## src/rtl/line_sensor_sampler.sv

```systemverilog
// line_sensor_sampler
// Front-end for the balance-car line/position sensor array. The raw sensor
// levels are synchronised, sampled once per divider tick, debounced over
// DEBOUNCE consecutive ticks and screened against the 16 legal codes
// (0x00, one-hot, adjacent pair). Accepted codes appear on `process` with a
// one-cycle `valid` strobe. `fault` flags a run of STALE_LIMIT ticks without
// an accepted code. `glitch_cnt` counts stable but illegal patterns.
module line_sensor_sampler #(
    parameter int DIV         = 500,  // clock cycles per sample tick, >= 2
    parameter int DEBOUNCE    = 4,    // identical ticks needed for stability, 1..15
    parameter int STALE_LIMIT = 255   // ticks without acceptance before fault, 1..255
) (
    input  logic       clk,
    input  logic       reset_n,
    input  logic [7:0] sensor_raw,
    input  logic       enable,
    output logic [7:0] process,
    output logic       valid,
    output logic       fault,
    output logic [7:0] glitch_cnt
);

    // ------------------------------------------------------------------
    // Derived constants
    // ------------------------------------------------------------------
    localparam int              CNT_W      = (DIV > 1) ? $clog2(DIV) : 1;
    localparam logic [CNT_W-1:0] CNT_LAST  = CNT_W'(DIV - 1);
    localparam logic [3:0]      STAB_FULL  = 4'(DEBOUNCE);
    localparam logic [7:0]      STALE_FULL = 8'(STALE_LIMIT);
    localparam logic [7:0]      GLITCH_MAX = 8'hFF;

    // ------------------------------------------------------------------
    // State
    // ------------------------------------------------------------------
    logic [7:0]       sync1_reg;
    logic [7:0]       sync2_reg;
    logic [CNT_W-1:0] cnt_reg;
    logic [CNT_W-1:0] cnt_next;
    logic [7:0]       cand_reg;
    logic [7:0]       cand_next;
    logic [3:0]       stab_reg;
    logic [3:0]       stab_next;
    logic [7:0]       stale_reg;
    logic [7:0]       stale_next;
    logic [7:0]       process_reg;
    logic [7:0]       process_next;
    logic             valid_reg;
    logic             valid_next;
    logic             fault_reg;
    logic             fault_next;
    logic [7:0]       glitch_reg;
    logic [7:0]       glitch_next;

    // ------------------------------------------------------------------
    // Decode
    // ------------------------------------------------------------------
    logic       tick;          // sampling instant, one cycle per DIV while enabled
    logic       s_match;       // synchronised input equals the held candidate
    logic       stable;        // tick on which the candidate has DEBOUNCE matches
    logic       first_stable;  // stable, and this is the first such tick for the candidate
    logic       legal;         // candidate is one of the 16 accepted codes
    logic       accept;        // stable and legal: publish the code
    logic       reject_new;    // stable and illegal for the first time: count a glitch
    logic [7:0] onehot_hit;
    logic [6:0] pair_hit;

    assign tick    = enable && (cnt_reg == CNT_LAST);
    assign s_match = (sync2_reg == cand_reg);

    // Legal-code screen on the candidate as it stands after this tick's update,
    // so DEBOUNCE=1 judges the freshly sampled value.
    generate
        for (genvar gi = 0; gi < 8; gi++) begin : g_onehot
            assign onehot_hit[gi] = (cand_next == (8'd1 << gi));
        end
        for (genvar gi = 0; gi < 7; gi++) begin : g_pair
            assign pair_hit[gi] = (cand_next == (8'd3 << gi));
        end
    endgenerate

    assign legal = (cand_next == 8'h00) || (|onehot_hit) || (|pair_hit);

    assign stable       = tick && (stab_next == STAB_FULL);
    // A candidate that was already saturated and still matches has been
    // reported before; anything else reaching DEBOUNCE is a fresh arrival.
    assign first_stable = stable && !(s_match && (stab_reg == STAB_FULL));
    assign accept       = stable && legal;
    assign reject_new   = first_stable && !legal;

    // ------------------------------------------------------------------
    // Two-flop synchroniser, free running regardless of enable
    // ------------------------------------------------------------------
    always_ff @(posedge clk or negedge reset_n) begin
        if (!reset_n) begin
            sync1_reg <= 8'h00;
            sync2_reg <= 8'h00;
        end else begin
            sync1_reg <= sensor_raw;
            sync2_reg <= sync1_reg;
        end
    end

    // Divider next state: counts 0..DIV-1 while enabled, parked at 0 otherwise
    always_comb begin
        cnt_next = cnt_reg;
        if (!enable) begin
            cnt_next = '0;
        end else if (cnt_reg == CNT_LAST) begin
            cnt_next = '0;
        end else begin
            cnt_next = cnt_reg + 1'b1;
        end
    end

    // Debounce next state: track the candidate and how many ticks it has held
    always_comb begin
        cand_next = cand_reg;
        stab_next = stab_reg;
        if (!enable) begin
            // Dropping enable discards partial stability; a full run is needed again.
            stab_next = 4'd0;
        end else if (tick) begin
            if (s_match) begin
                stab_next = (stab_reg == STAB_FULL) ? stab_reg : stab_reg + 4'd1;
            end else begin
                cand_next = sync2_reg;
                stab_next = 4'd1;
            end
        end
    end

    // Output/diagnostic next state: acceptance, staleness and glitch counting
    always_comb begin
        process_next = process_reg;
        valid_next   = 1'b0;
        stale_next   = stale_reg;
        fault_next   = fault_reg;
        glitch_next  = glitch_reg;
        if (tick) begin
            if (accept) begin
                // Acceptance wins over a stale counter that would saturate now.
                process_next = cand_next;
                valid_next   = 1'b1;
                stale_next   = 8'h00;
                fault_next   = 1'b0;
            end else begin
                stale_next = (stale_reg == STALE_FULL) ? stale_reg : stale_reg + 8'd1;
                fault_next = (stale_next == STALE_FULL);
            end
            if (reject_new && (glitch_reg != GLITCH_MAX)) begin
                glitch_next = glitch_reg + 8'd1;
            end
        end
    end

    // Register all state; asynchronous reset clears everything
    always_ff @(posedge clk or negedge reset_n) begin
        if (!reset_n) begin
            cnt_reg     <= '0;
            cand_reg    <= 8'h00;
            stab_reg    <= 4'd0;
            stale_reg   <= 8'h00;
            process_reg <= 8'h00;
            valid_reg   <= 1'b0;
            fault_reg   <= 1'b0;
            glitch_reg  <= 8'h00;
        end else begin
            cnt_reg     <= cnt_next;
            cand_reg    <= cand_next;
            stab_reg    <= stab_next;
            stale_reg   <= stale_next;
            process_reg <= process_next;
            valid_reg   <= valid_next;
            fault_reg   <= fault_next;
            glitch_reg  <= glitch_next;
        end
    end

    assign process    = process_reg;
    assign valid      = valid_reg;
    assign fault      = fault_reg;
    assign glitch_cnt = glitch_reg;

endmodule

```

## config.mk

```make
export PLATFORM = sky130hd
export DESIGN_NAME = line_sensor_sampler
export DESIGN_NICKNAME = d
export VERILOG_FILES = /design/src/rtl/line_sensor_sampler.sv
export SDC_FILE = /design/constraint.sdc
export NUM_CORES = 1
export LEC_CHECK = 0
export BUFFER_PORTS_ARGS = -buffer_cell sky130_fd_sc_hd__buf_2
export CORE_MARGIN = 4
export CORE_UTILIZATION = 52
export DETAILED_ROUTE_END_ITERATION = 8
export PLACE_DENSITY = 0.77
export SETUP_SLACK_MARGIN = 0.15
export SYNTH_ARGS = -nofsm -noshare
export SYNTH_HDL_FRONTEND = slang
export SYNTH_SLANG_ARGS = --single-unit
```

## constraint.sdc

```tcl
create_clock -name clk -period 2.29 [get_ports clk]
set_input_delay 0.229 -clock clk [delete_from_list [all_inputs] [get_ports clk]]
set_output_delay 0.229 -clock clk [all_outputs]
set_load 0.005 [all_outputs]
```

==> impl_metrics.json, run 1 <==
{
  "status": "finished, final reports clean",
  "final_area_sq_um": 3690,
  "die_w_um": 82.7,
  "io_buffers": 28,
  "antenna_found_initial": 0,
  "pre_cts_ws_ps": 52.4,
  "drv_cap": 0,
  "area_growth_pct": 27.3,
  "wl_per_cell_um": 15.4,
  "dr_total_vias": 2186,
  "drv_slew": 0,
  "synth-async-reset-ratio_pct": 100,
  "fin_skew_ps": 10.4,
  "cts_buffer_depth": 2,
  "htreeDepth": 3,
  "final_common_cell": "dfrtp_1",
  "max_stage_delay_ps": 400,
  "synth_top_cell_by_area": "dfrtp_1",
  "synthesis.instances": 257,
  "start_util_pct": 55.0,
  "layout_min_cycle_time_ps": 2090,
  "crit_path_end_kind": "flop",
  "yosys_warnings": 0,
  "vias_per_cell": 5.49,
  "met3_length_um": 301,
  "critical_path_required_ps": 2530,
  "num_rows": 26,
  "synth.distinct_cells": 47,
  "crit_start": "stab_reg[0]",
  "hold_ws_ps": 176,
  "worst-path-buf-inv": 2,
  "finalSetupViolCount": 0,
  "grt_use_total_pct": 20.0,
  "drive_above_1_share_pct": 33.8,
  "clkSlewWorstSetupHoldPaths_ps": 70,
  "instances_no_fill": 398,
  "placed_cell_area_sq_um": 3180,
  "most-common-layout-cells": "dfrtp_1, buf_2, nand2_1",
  "cts_sinks": 63,
  "highest_layer": "met4",
  "hold_path.class": "in2reg",
  "first_iter_violations": 138,
  "path_class": "reg2reg",
  "numCtsBuffers": 9,
  "design.core.area_sq_um": 5270,
  "clk-insertion-delay-late_ps": 340,
  "setup-tns-final_ps": 0,
  "worst_pin_slew_ps": 575,
  "reg2reg_from": "stab_reg[0]",
  "syn_nets": 273,
  "ys.flop_type": "dfrtp_1",
  "worstHoldStart": "enable",
  "insertedDiodeCount": 0,
  "cp_slowest_cell": "dfrtp_1",
  "hpwlAfterDp_um": 4040,
  "gr-total-overflow": 0,
  "seq_area_frac_synth_pct": 54.4,
  "ir_worst_vdd_mv": 0.744,
  "rsz0062_at_grt": "no",
  "synth_top_area_share_pct": 54.4,
  "fin_crit_sh_pct": 91.3,
  "ios": 29,
  "power.density_nw_per_um2": 622,
  "drc": 0,
  "gp_congestion": 0.779,
  "die_h_um": 82.7,
  "netlist_area_sq_um": 2900,
  "total_leakage_power_nw": 1.73,
  "setup_ws_ps": 198,
  "grt_pass1_vias": 2203,
  "path_cells": "buf_4, ha_2, a31o_2, o2111a_2, nand3_4, clkinv_8, or3_4, o41ai_2",
  "grt_pass1_wl_um": 10100,
  "cts_tree": "done",
  "routed_wirelength_um": 6130,
  "cp-start-kind": "flop",
  "met1_length_um": 2540,
  "largest_register_ffs": 9,
  "crit_fanout": 5,
  "die_area_sq_um": 6840,
  "synth_area_leaders": "dfrtp_1, mux2_2, xor2_1, nand2_1, a21oi_1",
  "max_freq_ghz": 0.478,
  "antenna_left": 0,
  "ys_ff_latch": 63,
  "grt_max_degree": 26,
  "post_synth.cell_area_avg_sq_um": 11.3,
  "cts-root-buf": "clkbuf_8",
  "path_delay_family": "compound AO/OA/AOI/OAI gates",
  "cp.arrival_ps": 2330,
  "nets": 339,
  "slew_headroom_pct": 61.6,
  "hold_viol": 0,
  "placedCellCount": 359,
  "synth_edf_count": 0,
  "drt_pass1_iterations": 5,
  "route.met2.wl_um": 3180
}
## synth_stat cells, types with 2 or more instances
library cell  count
and2_1            2
xor2_1           16
and3_4            2
nand2_1          26
a31oi_1           3
nand4_1           6
mux2_2           17
nor2_1           18
or3_1             2
clkbuf_1          2
a21oi_1          14
a2111oi_0         2
nor4_2            2
dfrtp_1          63
o21ai_0           8
o211ai_1          2
ha_1              5
buf_4             2
a21o_1            3
inv_1             7
and3_1            4
nor4_1            2
nand3_1          13
xnor2_1           7
nor3_1            6
nor2b_1           2
## metal layers
metal / GRT usage, % / up-vias
met5: 0 / -
met4: 6.70 / 0
met3: 5.75 / 14
met2: 33.5 / 64
met1: 24.8 / 1060
li1: - / 1048
## report_power, final
part	switching (mW)	internal [mW]
logic	0.0447	0.0394
clock network	0.427	0.642
registers	0.0122	1.13
## worst min-delay path, cell delays in order
cell	delay [ps]
buf_2	140
o41ai_1	70
a21oi_1	40
## path summary, 6_finish.rpt
path | endpoint | slack [ps] | cells past startpoint
worst max-delay path | fault | 200 | 8
worst min-delay path | stab_reg[0] | 180 | 3
worst max register to register | fault | 200 | 8
worst min register to register | sync2_reg[4] | 350 | 0
max in group asynchronous | sync2_reg[6] | 1250 | 3
min in group asynchronous | stab_reg[3] | 420 | 2
## per-stage QoR
stage	util, %	power [mW]
after CTS	67.7	2.31
after detailed placement	60.4	1.22
after global routing	70.1	2.39
final	70.1	2.30
after global placement	60.4	1.22
after floorplan	-	1.18
## area by class of cell
cell class                      count  area, sq um
Tap cell                           70         87.6
Inverter                            8         42.5
Sequential cell                    63         1580
Clock buffer                       11          141
Fill cell                         391         1580
Clock inverter                      5         81.3
Timing Repair Buffer               61          435
Multi-Input combinational cell    180         1330
## cell families after synthesis
logic type / after synthesis / synth area share, %
and+or+nand+nor: 94 / 18.2
DFF: 63 / 54.4
AOI/OAI and AO/OA: 41 / 9.28
xor gates and xnor gates: 23 / 6.95
muxes: 17 / 6.60
buffers and inverters: 14 / 2.46
adders and majority gates: 5 / 2.16
## repair_timing
action | in CTS | in global routing
buffers inserted | 4 | 10
hold buffers | 9 | 0
pin swaps | 1 | 8
resized for setup | 6 | 13
endpoints found under the setup margin | 10 | 14
hold endpoints to repair | 30 | 0
No activity file was read; power rests on OpenSTA's default activity.
==> inputs of run 2 (changes only) <==
- CORE_UTILIZATION: 52 -> 55
- CTS_BUF_LIST: unset -> sky130_fd_sc_hd__clkbuf_8
- CTS_CLUSTER_DIAMETER: unset -> 80
- PLACE_DENSITY: 0.77 -> 0.81
==> run 2 against run 1 <==
- worst setup slack got worse by 33 ps
- core utilization increased by 1.3 points
- maximum frequency is 1.6% lower
- die area decreased by 4.9%
- total power down 7.7%
- critical endpoint unchanged
==> impl_metrics.json, run 2 (same netlist as run 1, synthesis figures left out) <==
{
  "status": "finished, final reports clean",
  "hpwlAfterDp_um": 3800,
  "cp-start-kind": "flop",
  "drt_pass1_iterations": 4,
  "layout_min_cycle_time_ps": 2120,
  "antenna_found_initial": 0,
  "finalSetupViolCount": 0,
  "gp_congestion": 0.887,
  "path_class": "reg2reg",
  "placedCellCount": 360,
  "largest_register_ffs": 9,
  "die_w_um": 80.6,
  "critical_path_required_ps": 2510,
  "fin_skew_ps": 8.66,
  "slew_headroom_pct": 55.1,
  "grt_pass1_wl_um": 9810,
  "crit_path_end_kind": "flop",
  "crit_fanout": 5,
  "die_h_um": 80.6,
  "cts-root-buf": "clkbuf_8",
  "clkSlewWorstSetupHoldPaths_ps": 70,
  "htreeDepth": 3,
  "first_iter_violations": 121,
  "hold_viol": 0,
  "total_leakage_power_nw": 1.71,
  "clk-insertion-delay-late_ps": 330,
  "final_common_cell": "dfrtp_1",
  "start_util_pct": 56.8,
  "vias_per_cell": 5.45,
  "insertedDiodeCount": 0,
  "nets": 338,
  "worst_pin_slew_ps": 674,
  "wl_per_cell_um": 14.8,
  "setup-tns-final_ps": 0,
  "instances_no_fill": 397,
  "drc": 0,
  "most-common-layout-cells": "dfrtp_1, buf_2, nand2_1",
  "grt_max_degree": 35,
  "fin_crit_sh_pct": 92.8,
  "drive_above_1_share_pct": 33.0,
  "cts_sinks": 63,
  "ir_worst_vdd_mv": 0.415,
  "area_growth_pct": 25.7,
  "grt_use_total_pct": 19.9,
  "cts_tree": "done",
  "gr-total-overflow": 0,
  "io_buffers": 28,
  "grt_pass1_vias": 2145,
  "drv_slew": 0,
  "nFillCells": 358,
  "drv_cap": 0,
  "cp.arrival_ps": 2350,
  "cts_buffer_depth": 2,
  "cp_slowest_cell": "dfrtp_1",
  "routed_wirelength_um": 5860,
  "path_cells": "buf_4, ha_4, a31o_2, o2111a_2, nand3_4, clkinv_8, or3_4, o41ai_2",
  "max_stage_delay_ps": 410,
  "die_area_sq_um": 6500,
  "rsz0062_at_grt": "yes",
  "max_freq_ghz": 0.471,
  "num_rows": 26,
  "hold_path.class": "in2reg",
  "antenna_left": 0,
  "numCtsBuffers": 9,
  "ios": 29,
  "design.core.area_sq_um": 5110,
  "power.density_nw_per_um2": 582,
  "dr_total_vias": 2163
}
run 2: final cells by class:
type / instances / area (sq um) / share of cell area [%]
timing repair buffer: 60 / 428 / 11.7
clock inverter: 3 / 16.3 / 0.446
clock buffer: 13 / 179 / 4.91
multi-input combinational: 180 / 1310 / 36.0
sequential: 63 / 1580 / 43.3
inverter: 8 / 42.5 / 1.17
tap: 70 / 87.6 / 2.40
run 2: worst max-delay path, delay by kind of cell (launching register included):
family	cells	cell delay, ps
AOI/OAI and AO/OA	3	750
and+or+nand+nor	2	430
DFF	1	410
buffers and inverters	2	240
adders and majority gates	1	180
run 2: power by group:
| part | internal, mW | total, mW | switching [mW] | leakage [nW] |
|---|---|---|---|---|
| Clock | 0.505 | 0.900 | 0.394 | 0.103 |
| Sequential | 1.13 | 1.14 | 0.0101 | 0.823 |
| Combinational | 0.0362 | 0.0795 | 0.0432 | 0.788 |
run 2: per-layer routing:
| layer | vias up | share of wire (%) | wire [um] | global-route usage [%] |
|---|---|---|---|---|
| met1 | 1059 | 44 | 2580 | 26.3 |
| met5 | - | 0 | 0 | 0 |
| met3 | 10 | 4.3 | 254 | 5.61 |
| li1 | 1047 | - | - | - |
| met2 | 47 | 50 | 2950 | 30.8 |
| met4 | 0 | 1.2 | 73 | 7.77 |
run 2: final timing paths:
| check | start | slack, ps | cells past startpoint | to |
|---|---|---|---|---|
| min in group asynchronous | reset_n | 510 | 2 | sync1_reg[3] |
| worst max register to register | stab_reg[0] | 170 | 8 | fault |
| worst max-delay path | stab_reg[0] | 170 | 8 | fault |
| max in group asynchronous | reset_n | 1180 | 3 | glitch_cnt[6] |
| worst min register to register | sync1_reg[6] | 350 | 0 | sync2_reg[6] |
| worst min-delay path | enable | 200 | 3 | cnt_reg[3] |
run 2: what timing repair did:
item                                    in CTS  in global routing
endpoints found under the setup margin      15                 15
endpoints found under the hold margin       37                  0
hold buffers                                 9                  0
buffers inserted                             4                  8
resized for setup                            6                  8
pin swaps                                    3                  8
run 2: through the flow:
stage,total power [mW],hold WS [ps],util (%),area [sq um],setup slack [ps]
floorplan,1.18,-66.6,-,2910,161
global placement,1.22,304,62.5,3190,139
detailed placement,1.22,302,62.5,3190,82.4
CTS,2.14,153,69.1,3530,134
global route,2.22,175,71.4,3640,76.1
finish,2.12,199,71.4,3640,165
==> inputs of run 3 (changes only) <==
- CORE_ASPECT_RATIO: unset -> 0.9
- SLEW_MARGIN: unset -> 20
==> run 3 against run 2 <==
- die area barely moved
- sequential power barely moved
- largest cell class unchanged
- critical path type unchanged
- first-iteration DRC count rose by 8.3%
- highest routed layer unchanged
- largest power group is now the clock network
==> impl_metrics.json, run 3 (same netlist as run 1, synthesis figures left out) <==
{
  "drive_above_1_share_pct": 32.5,
  "fin_skew_ps": 6.42,
  "gr-total-overflow": 0,
  "total_leakage_power_nw": 1.73,
  "r2r_slack_ps": 150,
  "final_common_cell": "dfrtp_1",
  "status": "finished, final reports clean",
  "drv_cap": 0,
  "grt_max_degree": 25,
  "grt_pass1_wl_um": 9870,
  "drc": 0,
  "num_rows": 24,
  "drv_slew": 0,
  "cp.arrival_ps": 2380,
  "antenna_found_initial": 0,
  "path_cells": "ha_2, and4_4, and3_4, and3_4, nand3_4, inv_8, or3_4, o41ai_2",
  "insertedDiodeCount": 0,
  "drt_pass1_iterations": 4,
  "switching_share_pct": 20.2,
  "netSwitchingPower_uw": 488,
  "clk-insertion-delay-late_ps": 350,
  "crit_fanout": 12,
  "path_class": "reg2reg",
  "setup-tns-final_ps": 0,
  "finalSetupViolCount": 0,
  "reg2reg_from": "cnt_reg[1]",
  "seqPwrFrac_pct": 47.3,
  "design.core.area_sq_um": 4980,
  "hpwlAfterDp_um": 3810,
  "hold_viol": 0,
  "combPwrFrac_pct": 3.2,
  "rr_worst_depth": 8,
  "max_stage_delay_ps": 390,
  "clockPowerShare_pct": 49.5,
  "min_to": "stab_reg[0]",
  "antenna_left": 0,
  "first_iter_violations": 131,
  "slew_headroom_pct": 71.3,
  "max_freq_ghz": 0.468,
  "area_growth_pct": 26.3,
  "rsz0062_at_grt": "yes",
  "nFillCells": 343,
  "cts_sinks": 63,
  "setup_ws_ps": 151,
  "start_util_pct": 58.2,
  "cp_slowest_cell": "dfrtp_1",
  "clkSlewWorstSetupHoldPaths_ps": 70,
  "post-route-util_pct": 73.5,
  "dr_total_vias": 2142,
  "crit_path_end_kind": "flop",
  "fin_crit_sh_pct": 93.4,
  "layout_min_cycle_time_ps": 2140,
  "vias_per_cell": 5.44,
  "die_area_sq_um": 6500,
  "power.density_nw_per_um2": 659,
  "cts_tree": "done",
  "routed_wirelength_um": 5880,
  "ir_worst_vdd_mv": 0.610,
  "worstHoldStart": "enable",
  "pre_cts_ws_ps": 70.1,
  "ios": 29,
  "wl_per_cell_um": 14.9,
  "grt_pass1_vias": 2147,
  "htreeDepth": 3,
  "internal-power_mw": 1.93,
  "largest_register_ffs": 9,
  "hold_depth": 3,
  "most-common-layout-cells": "dfrtp_1, buf_2, nand2_1",
  "cp_common_cell": "and3_4",
  "hold_path.class": "in2reg",
  "crit-reg2reg-capture": "fault",
  "critical_path_required_ps": 2530,
  "cts-root-buf": "clkbuf_8",
  "worst_pin_slew_ps": 420,
  "die_h_um": 76.9,
  "io_buffers": 28,
  "nets": 340,
  "die_w_um": 84.5,
  "gp_congestion": 0.806,
  "numCtsBuffers": 9,
  "hold_ws_ps": 174,
  "cts_buffer_depth": 2,
  "grt_use_total_pct": 19.3,
  "cp-start-kind": "flop"
}
==> run 3: cell types whose count changed in the layout (fill, tap and decap cells not counted), moves of 2 or more <==
cell | previous run | this run
a21oi_2 | 2 | 0
buf_12 | 2 | 0
buf_4 | 21 | 25
bufinv_16 | 0 | 3
clkbuf_8 | 13 | 10
inv_6 | 0 | 2
==> run 3: final cells by class <==
| type | count | area (sq um) | share of cell area [%] |
|---|---|---|---|
| inverters | 8 | 37.5 | 1.02 |
| well taps | 65 | 81.3 | 2.22 |
| clock inverters | 6 | 115 | 3.14 |
| flip-flops and latches | 63 | 1580 | 43.0 |
| multi-input cells | 180 | 1300 | 35.4 |
| clock buffers | 10 | 138 | 3.76 |
| repair buffers | 62 | 418 | 11.4 |
==> run 3: metal layers <==
layer  up-vias  share of wire (%)  track usage [%]
li1       1046                  -                -
met1      1037                 42             24.1
met2        48                 52             30.8
met3        11                4.5             6.22
met4         0                1.7             8.23
met5         -                  0                0
==> run 3: timing repair <==
action	in CTS	in global routing
buffers inserted	6	6
setup endpoints to repair	12	15
resized for setup	0	9
hold buffers	9	0
pin swaps	1	5
endpoints found under the hold margin	25	0
==> run 3: critical path: cells and delay by family, from the launching register on <==
kind / cells / cell delay (ps)
compound gates: 1 / 340
fa+ha+maj: 1 / 200
buf+inv: 1 / 70
flops: 1 / 390
simple gates: 5 / 1030
==> run 3: worst max-delay path by stage <==
stage,start,to,slack [ps]
floorplan,cnt_reg[0],fault,160
global placement,cnt_reg[0],glitch_cnt[1],130
detailed placement,cnt_reg[0],glitch_cnt[1],70
CTS,stab_reg[0],fault,110
global route,cnt_reg[1],fault,100
finish,cnt_reg[1],fault,150
==> run 3: stage by stage <==
| stage | power (mW) | instances | instance area, sq um |
|---|---|---|---|
| after floorplan | 1.18 | 257 | 2910 |
| after global placement | 1.22 | 357 | 3190 |
| after detailed placement | 1.22 | 357 | 3190 |
| after CTS | 2.44 | 388 | 3580 |
| after global routing | 2.51 | 394 | 3660 |
| final | 2.41 | 394 | 3660 |
==> run 3: power by group through the flow <==
stage	clock (mW)	sequential [mW]	combinational (mW)
2_1_floorplan	0	1.16	0.0170
3_3_place_gp	0	1.16	0.0532
3_5_place_dp	0	1.16	0.0537
4_1_cts	1.22	1.14	0.0728
5_1_grt	1.28	1.14	0.0876
6_report	1.19	1.14	0.0771
